<file path="config.mk">
export PLATFORM = sky130hd
export DESIGN_NAME = calc_scheduler_flat
export DESIGN_NICKNAME = d
export VERILOG_FILES = /design/src/rtl/calc_scheduler_if.sv /design/src/rtl/calc_scheduler.sv /design/src/flat_wrapper.sv
export SDC_FILE = /design/constraint.sdc
export NUM_CORES = 1
export LEC_CHECK = 0
export ABC_AREA = 1
export ABC_CLOCK_PERIOD_IN_PS = 1860
export BUFFER_PORTS_ARGS = -buffer_cell sky130_fd_sc_hd__buf_4
export CAP_MARGIN = 20
export CORE_MARGIN = 2
export CORE_UTILIZATION = 50
export DETAILED_ROUTE_END_ITERATION = 10
export PLACE_DENSITY = 0.73
export RECOVER_POWER = 50
export SLEW_MARGIN = 20
export SYNTH_ARGS = -nofsm -noshare
export SYNTH_HDL_FRONTEND = slang
export SYNTH_SLANG_ARGS = --single-unit
</file>
<file path="constraint.sdc">
create_clock -name clk -period 1.86 [get_ports clk]
set_input_delay 0.465 -clock clk [delete_from_list [all_inputs] [get_ports clk]]
set_output_delay 0.465 -clock clk [all_outputs]
set_load 0.02 [all_outputs]
</file>
<file path="src/rtl/calc_scheduler_if.sv">
// calc_scheduler_if: handshake bundle between request sources, the shared calc unit and the scheduler
//   efi_on      scheduler enable
//   req_inj     per-cylinder injection-calculation request pulses
//   req_ign     per-cylinder ignition-calculation request pulses
//   calc_done   completion pulse from the calc unit
//   calc_start  start pulse to the calc unit
//   calc_kind   0 = injection, 1 = ignition
//   calc_cyl    cylinder being calculated
//   busy        calculation launched and not yet finished
//   done        per-cylinder injection-result-ready pulse
//   btdc_ready  per-cylinder ignition-result-ready pulse
//   overrun     request absorbed by an already-pending bit
//   calc_error  calculation aborted on timeout
interface calc_scheduler_if #(
    parameter int CYLINDERS = 4
);
    localparam int CW = (CYLINDERS > 1) ? $clog2(CYLINDERS) : 1;

    logic                 efi_on;
    logic [CYLINDERS-1:0] req_inj;
    logic [CYLINDERS-1:0] req_ign;
    logic                 calc_done;
    logic                 calc_start;
    logic                 calc_kind;
    logic [CW-1:0]        calc_cyl;
    logic                 busy;
    logic [CYLINDERS-1:0] done;
    logic [CYLINDERS-1:0] btdc_ready;
    logic                 overrun;
    logic                 calc_error;

    modport master (
        output efi_on, req_inj, req_ign, calc_done,
        input  calc_start, calc_kind, calc_cyl, busy, done, btdc_ready, overrun, calc_error
    );

    modport slave (
        input  efi_on, req_inj, req_ign, calc_done,
        output calc_start, calc_kind, calc_cyl, busy, done, btdc_ready, overrun, calc_error
    );
endinterface

</file>
<file path="src/rtl/calc_scheduler.sv">
// calc_scheduler: shares one calculation unit among per-cylinder injection and ignition requests
//   clk    rising-edge clock
//   reset  asynchronous active-high reset
//   bus    calc_scheduler_if.slave: requests and calc_done in; calc_start, calc_kind, calc_cyl,
//          busy, done, btdc_ready, overrun, calc_error out
module calc_scheduler #(
    parameter int CYLINDERS      = 4,
    parameter int TIMEOUT_CYCLES = 1024
) (
    input logic clk,
    input logic reset,
    calc_scheduler_if.slave bus
);
    localparam int CW = (CYLINDERS > 1) ? $clog2(CYLINDERS) : 1;
    localparam int TW = $clog2(TIMEOUT_CYCLES + 1);

    typedef enum logic [1:0] {IDLE, START, WAIT, RESP} state_t;

    state_t               state, state_n;
    logic [CYLINDERS-1:0] pend_inj, pend_ign;
    logic [CYLINDERS-1:0] gnt_inj, gnt_ign;
    logic [CW-1:0]        ptr_inj, ptr_ign;
    logic [CW-1:0]        pick_inj, pick_ign;
    logic                 hit_inj, hit_ign;
    logic                 grant;
    logic [TW-1:0]        cnt;
    logic                 timeout;
    logic                 kind_q;
    logic [CW-1:0]        cyl_q;
    logic                 ovr_q;
    logic                 err_q;

    // {found, index}: first set bit of vec scanning upward from ptr with wraparound
    function automatic logic [CW:0] rr_pick(input logic [CYLINDERS-1:0] vec, input logic [CW-1:0] ptr);
        logic [CW:0]   r;
        logic [CW-1:0] idx;
        r = '0;
        for (int k = CYLINDERS - 1; k >= 0; k--) begin
            idx = CW'((int'(ptr) + k) % CYLINDERS);
            if (vec[idx]) r = {1'b1, idx};
        end
        return r;
    endfunction

    function automatic logic [CW-1:0] next_idx(input logic [CW-1:0] i);
        return (i == CW'(CYLINDERS - 1)) ? '0 : i + 1'b1;
    endfunction

    // Ignition always outranks injection; each class has its own round-robin pointer.
    always_comb begin
        {hit_ign, pick_ign} = rr_pick(pend_ign, ptr_ign);
        {hit_inj, pick_inj} = rr_pick(pend_inj, ptr_inj);
        grant   = (state == IDLE) && bus.efi_on && (hit_ign || hit_inj);
        gnt_ign = (grant && hit_ign) ? CYLINDERS'(1) << pick_ign : '0;
        gnt_inj = (grant && !hit_ign) ? CYLINDERS'(1) << pick_inj : '0;
    end

    // Last WAIT cycle that may still see calc_done before the abort.
    assign timeout = cnt == TW'(TIMEOUT_CYCLES - 1);

    always_ff @(posedge clk or posedge reset) begin
        if (reset) state <= IDLE;
        else       state <= state_n;
    end

    always_comb begin
        state_n = state;
        case (state)
            IDLE:    state_n = grant ? START : IDLE;
            START:   state_n = WAIT;
            WAIT:    state_n = bus.calc_done ? RESP : (timeout ? IDLE : WAIT);
            default: state_n = IDLE;
        endcase
    end

    always_comb begin
        bus.calc_start = state == START;
        bus.busy       = (state == START) || (state == WAIT);
        bus.calc_kind  = kind_q;
        bus.calc_cyl   = cyl_q;
        bus.done       = (state == RESP && !kind_q) ? CYLINDERS'(1) << cyl_q : '0;
        bus.btdc_ready = (state == RESP && kind_q) ? CYLINDERS'(1) << cyl_q : '0;
        bus.overrun    = ovr_q;
        bus.calc_error = err_q;
    end

    // A request landing on the bit being granted this cycle re-arms it rather than overrunning.
    always_ff @(posedge clk or posedge reset) begin
        if (reset) begin
            pend_inj <= '0;
            pend_ign <= '0;
            ptr_inj  <= '0;
            ptr_ign  <= '0;
            cnt      <= '0;
            kind_q   <= 1'b0;
            cyl_q    <= '0;
            ovr_q    <= 1'b0;
            err_q    <= 1'b0;
        end else begin
            pend_inj <= bus.efi_on ? (pend_inj & ~gnt_inj) | bus.req_inj : '0;
            pend_ign <= bus.efi_on ? (pend_ign & ~gnt_ign) | bus.req_ign : '0;
            ovr_q    <= |((bus.req_inj & pend_inj & ~gnt_inj) | (bus.req_ign & pend_ign & ~gnt_ign));
            err_q    <= (state == WAIT) && !bus.calc_done && timeout;
            cnt      <= (state == WAIT) ? cnt + 1'b1 : '0;
            if (grant) begin
                kind_q <= hit_ign;
                cyl_q  <= hit_ign ? pick_ign : pick_inj;
                if (hit_ign) ptr_ign <= next_idx(pick_ign);
                else         ptr_inj <= next_idx(pick_inj);
            end
        end
    end
endmodule

</file>
<file path="src/flat_wrapper.sv">
// flat-port wrapper written by rule: the top's interface ports become plain ports
module calc_scheduler_flat 
#(
    parameter int CYLINDERS      = 4,
    parameter int TIMEOUT_CYCLES = 1024
)
  (clk, reset, bus_efi_on, bus_req_inj, bus_req_ign, bus_calc_done, bus_calc_start, bus_calc_kind, bus_calc_cyl, bus_busy, bus_done, bus_btdc_ready, bus_overrun, bus_calc_error);
  calc_scheduler_if #(.CYLINDERS(CYLINDERS)) bus_i ();
  input logic clk;
  input logic reset;
  input wire logic [$bits(bus_i.efi_on)-1:0] bus_efi_on;
  input wire logic [$bits(bus_i.req_inj)-1:0] bus_req_inj;
  input wire logic [$bits(bus_i.req_ign)-1:0] bus_req_ign;
  input wire logic [$bits(bus_i.calc_done)-1:0] bus_calc_done;
  output wire logic [$bits(bus_i.calc_start)-1:0] bus_calc_start;
  output wire logic [$bits(bus_i.calc_kind)-1:0] bus_calc_kind;
  output wire logic [$bits(bus_i.calc_cyl)-1:0] bus_calc_cyl;
  output wire logic [$bits(bus_i.busy)-1:0] bus_busy;
  output wire logic [$bits(bus_i.done)-1:0] bus_done;
  output wire logic [$bits(bus_i.btdc_ready)-1:0] bus_btdc_ready;
  output wire logic [$bits(bus_i.overrun)-1:0] bus_overrun;
  output wire logic [$bits(bus_i.calc_error)-1:0] bus_calc_error;
  assign bus_i.efi_on = bus_efi_on;
  assign bus_i.req_inj = bus_req_inj;
  assign bus_i.req_ign = bus_req_ign;
  assign bus_i.calc_done = bus_calc_done;
  assign bus_calc_start = bus_i.calc_start;
  assign bus_calc_kind = bus_i.calc_kind;
  assign bus_calc_cyl = bus_i.calc_cyl;
  assign bus_busy = bus_i.busy;
  assign bus_done = bus_i.done;
  assign bus_btdc_ready = bus_i.btdc_ready;
  assign bus_overrun = bus_i.overrun;
  assign bus_calc_error = bus_i.calc_error;
  calc_scheduler #(.CYLINDERS(CYLINDERS), .TIMEOUT_CYCLES(TIMEOUT_CYCLES)) u_core (.clk(clk), .reset(reset), .bus(bus_i));
endmodule
</file>
==> summary.md <==
| Metric | Value |
|---|---|
| Status | `finished with violations` |
| Violated checks | `setup timing` |
| Crit Path Max Fanout | `6` |
| IO Count | `27` |
| Antenna Nets Post-Route | `0` |
| Worst Min Path Start | `bus_req_ign[3]` |
| Tcrit/Tclk final | `113%` |
| DRC viols | `0` |
| Flop pwr share | `20.9%` |
| Share of layout cells above drive strength 1 | `47.5%` |
| FF/Latch Area | `754 um^2` |
| Critical path startpoint category | `flip-flop` |
| Initial antenna violation count | `0` |
| Cts hold-fix bufs | `0` |
| Vias | `1999` |
| Static leakage | `0.00149 uW` |
| Sequential-to-total area share from yosys stat | `37.0%` |
| RSZ-0062 raised after global routing | `yes` |
| CTS tree | `built` |
| Normalized max-slew margin | `50.1%` |
| HPWL Detailed | `3360 um` |
| Fmax | `474 MHz` |
| Register bit total from synthesis | `30` |
| H-tree Lvls | `2` |
| Clock Path Buffers | `2` |
| Clock-pin transition on the worst setup and hold timing paths | `0.07 ns` |
| Vias in the first global route | `1873` |
| Kind of critical path | `reg -> reg` |
| Post-DR wirelength/cell | `12.5 um` |
| Final wirelength | `5060 um` |
| Clock network fraction of design power | `11.7%` |
| Num CTS Buffers | `5` |
| Synthesized area | `0.00203 mm^2` |
| Avg Cell Area, Syn | `7.27 um^2` |
| Die height | `67.7 um` |
| Hold Path Stages | `3` |
| Post-synthesis cell type count | `29` |
| Setup TNS | `-0.645 ns` |
| Skew final | `0.00502 ns` |
| P_int | `2560 uW` |
| Cells after synthesis | `279` |
| Synth-to-layout area growth | `47.7%` |
| Diode count | `0` |
| YS warnings | `0` |
| First-pass GRT wire length | `7910 um` |
| Max-cap viol count | `0` |
| Nets | `378` |
| Starting Density | `51.5%` |
| FILL cells | `280` |
| Post-DR vias/cell | `4.95` |
| Worst skew pair latency | `0.29 ns` |
| Multi-input logic area | `0.00137 mm^2` |
| Max Slew Vio Count | `0` |
| Largest net degree at the start of global routing | `31` |
| CP required | `2.04 ns` |
| Placer Congestion | `0.862` |
| Initial DRC Count | `114` |
| Reg-to-reg slack, setup | `-0.25 ns` |
| Final Hold Vio Count | `0` |
| CP startpoint | `u_core.ptr_ign[0]` |
| Power per cell area | `1590 mW/mm^2` |
| Pre-CTS setup slack | `-0.293 ns` |
| Die ar. | `0.00458 mm^2` |
| Tightest Pin Transition | `0.749 ns` |
| Worst r2r dst | `u_core.bus.overrun` |
| Hold Path Class | `in -> reg` |
| Net switching power | `2200 uW` |
| Core area | `0.00394 mm^2` |
| Hold endpoint | `u_core.pend_ign[3]` |
| Global-route usage over all layers | `22.8%` |
| Root Buffer | `clkbuf_8` |
| Final min period | `2.11 ns` |
| Worst VDD drop | `0.919 mV` |
| Critical path arrival | `2.29 ns` |
| Crit. End Element | `flip-flop` |
| Overflow left after global routing | `0` |
| Sink Count | `30` |
| TritonRoute pass-1 iters | `4` |
| Sw frac | `46.2%` |
| Placement Rows | `23` |
| Syn_nets | `304` |
| Power Total | `4770 uW` |
| Crit Reg-Reg Startpoint | `u_core.ptr_ign[0]` |
| Finish-stage setup viols | `9` |
| Die width | `67.7 um` |
| Most common cell after layout, fill and taps aside | `buf_4` |
| IO buf count | `26` |
| Worst setup margin | `-0.249 ns` |
| Worst Reg-to-Reg Cells | `15` |
| Commonest cells after routing, fill and taps aside | `buf_4, nand2_1, nand2_2, inv_1, dfrtp_1` |
| Util after Layout | `76.0%` |
| Gate power share | `67.4%` |
[sequential cells by signal, indices dropped and copies added (netlist names)]
name	flops
u_core.bus.calc_cyl	2
u_core.bus.calc_error	1
u_core.bus.calc_kind	1
u_core.bus.overrun	1
u_core.cnt	11
u_core.pend_ign	4
u_core.pend_inj	4
u_core.ptr_ign	2
u_core.ptr_inj	2
u_core.state	2
[power by group through the flow]
| stage | logic [uW] | clock network, uW | registers [uW] |
|---|---|---|---|
| CTS | 2640 | 561 | 974 |
| finish | 3210 | 558 | 996 |
| detailed placement | 2250 | 0 | 977 |
| global route | 3540 | 589 | 1010 |
| global placement | 2200 | 0 | 972 |
| floorplan | 1480 | 0 | 940 |
[metrics by stage]
step,cells,hold slack [ns],instance area [um^2]
final,404,0.401,3000
after global routing,404,0.413,3000
after CTS,395,0.286,2730
after detailed placement,381,0.470,2490
after global placement,381,0.452,2490
after floorplan,279,0.433,2030
[what timing repair did]
| item | 4_1_cts | 5_1_grt |
|---|---|---|
| pin swaps | 9 | 32 |
| endpoints found under the setup margin | 11 | 24 |
| buffers inserted | 6 | 9 |
| resized for setup | 26 | 58 |
[cells in the mapped netlist, drive strengths merged]
cell type | count | area share [%]
clkinv | 1 | 0.18
ha | 13 | 8.0
o21ai | 17 | 5.5
clkbuf | 2 | 0.37
xor2 | 2 | 0.86
nand3b | 1 | 0.37
nand3 | 15 | 3.9
dfrtp | 30 | 37
nand2 | 91 | 19
nand4 | 4 | 1.2
buf | 2 | 1.1
and3 | 1 | 0.31
o21a | 1 | 0.37
a21oi | 17 | 4.2
nor2 | 30 | 6.8
xnor2 | 1 | 0.43
nor3 | 11 | 2.7
inv | 40 | 7.5
[kinds of logic after synthesis]
group / share of synthesized area [%]
DFF: 37.0
buffers and inverters: 9.19
and+or+nand+nor: 34.5
AOI/OAI and AO/OA: 10.0
xor gates and xnor gates: 1.29
adders and majority gates: 8.01
[layer usage]
layer	global-route usage (%)	part of all wire [%]	vias up	routed length, um
met5	0	0	-	0
met4	6.89	1.6	0	83
met3	4.33	3.5	11	177
met2	39.2	49	42	2500
met1	28.9	45	925	2300
li1	-	-	1021	-
[final cells by class]
type                       instances  area share, %
tap                               50           2.09
clock buffer                       6           2.76
multi-input combinational        204           45.8
inverter                          41           5.30
timing repair buffer              71           18.5
clock inverter                     2          0.418
sequential                        30           25.2
[critical path, stage by stage (launching register included)]
cell	delay, ns
dfrtp_2	0.47
buf_4	0.17
o21ai_4	0.18
buf_4	0.15
nor2_4	0.04
nor2_2	0.11
nand3_2	0.10
nand2_2	0.13
ha_2	0.19
nand3_2	0.09
nand2_1	0.07
nand2_1	0.05
nor2_1	0.10
nand2_1	0.06
inv_1	0.06
nand2_1	0.05
[how the worst max path moves through the flow]
| stage | end | slack, ns | cells past startpoint |
|---|---|---|---|
| floorplan | u_core.bus.overrun | 0.006 | 16 |
| global placement | u_core.bus.overrun | -0.23 | 14 |
| detailed placement | u_core.bus.overrun | -0.29 | 14 |
| CTS | u_core.bus.overrun | -0.17 | 14 |
| global route | u_core.bus.overrun | -0.35 | 15 |
| finish | u_core.bus.overrun | -0.25 | 15 |
Note: power is estimated with default switching activity, not from simulation.
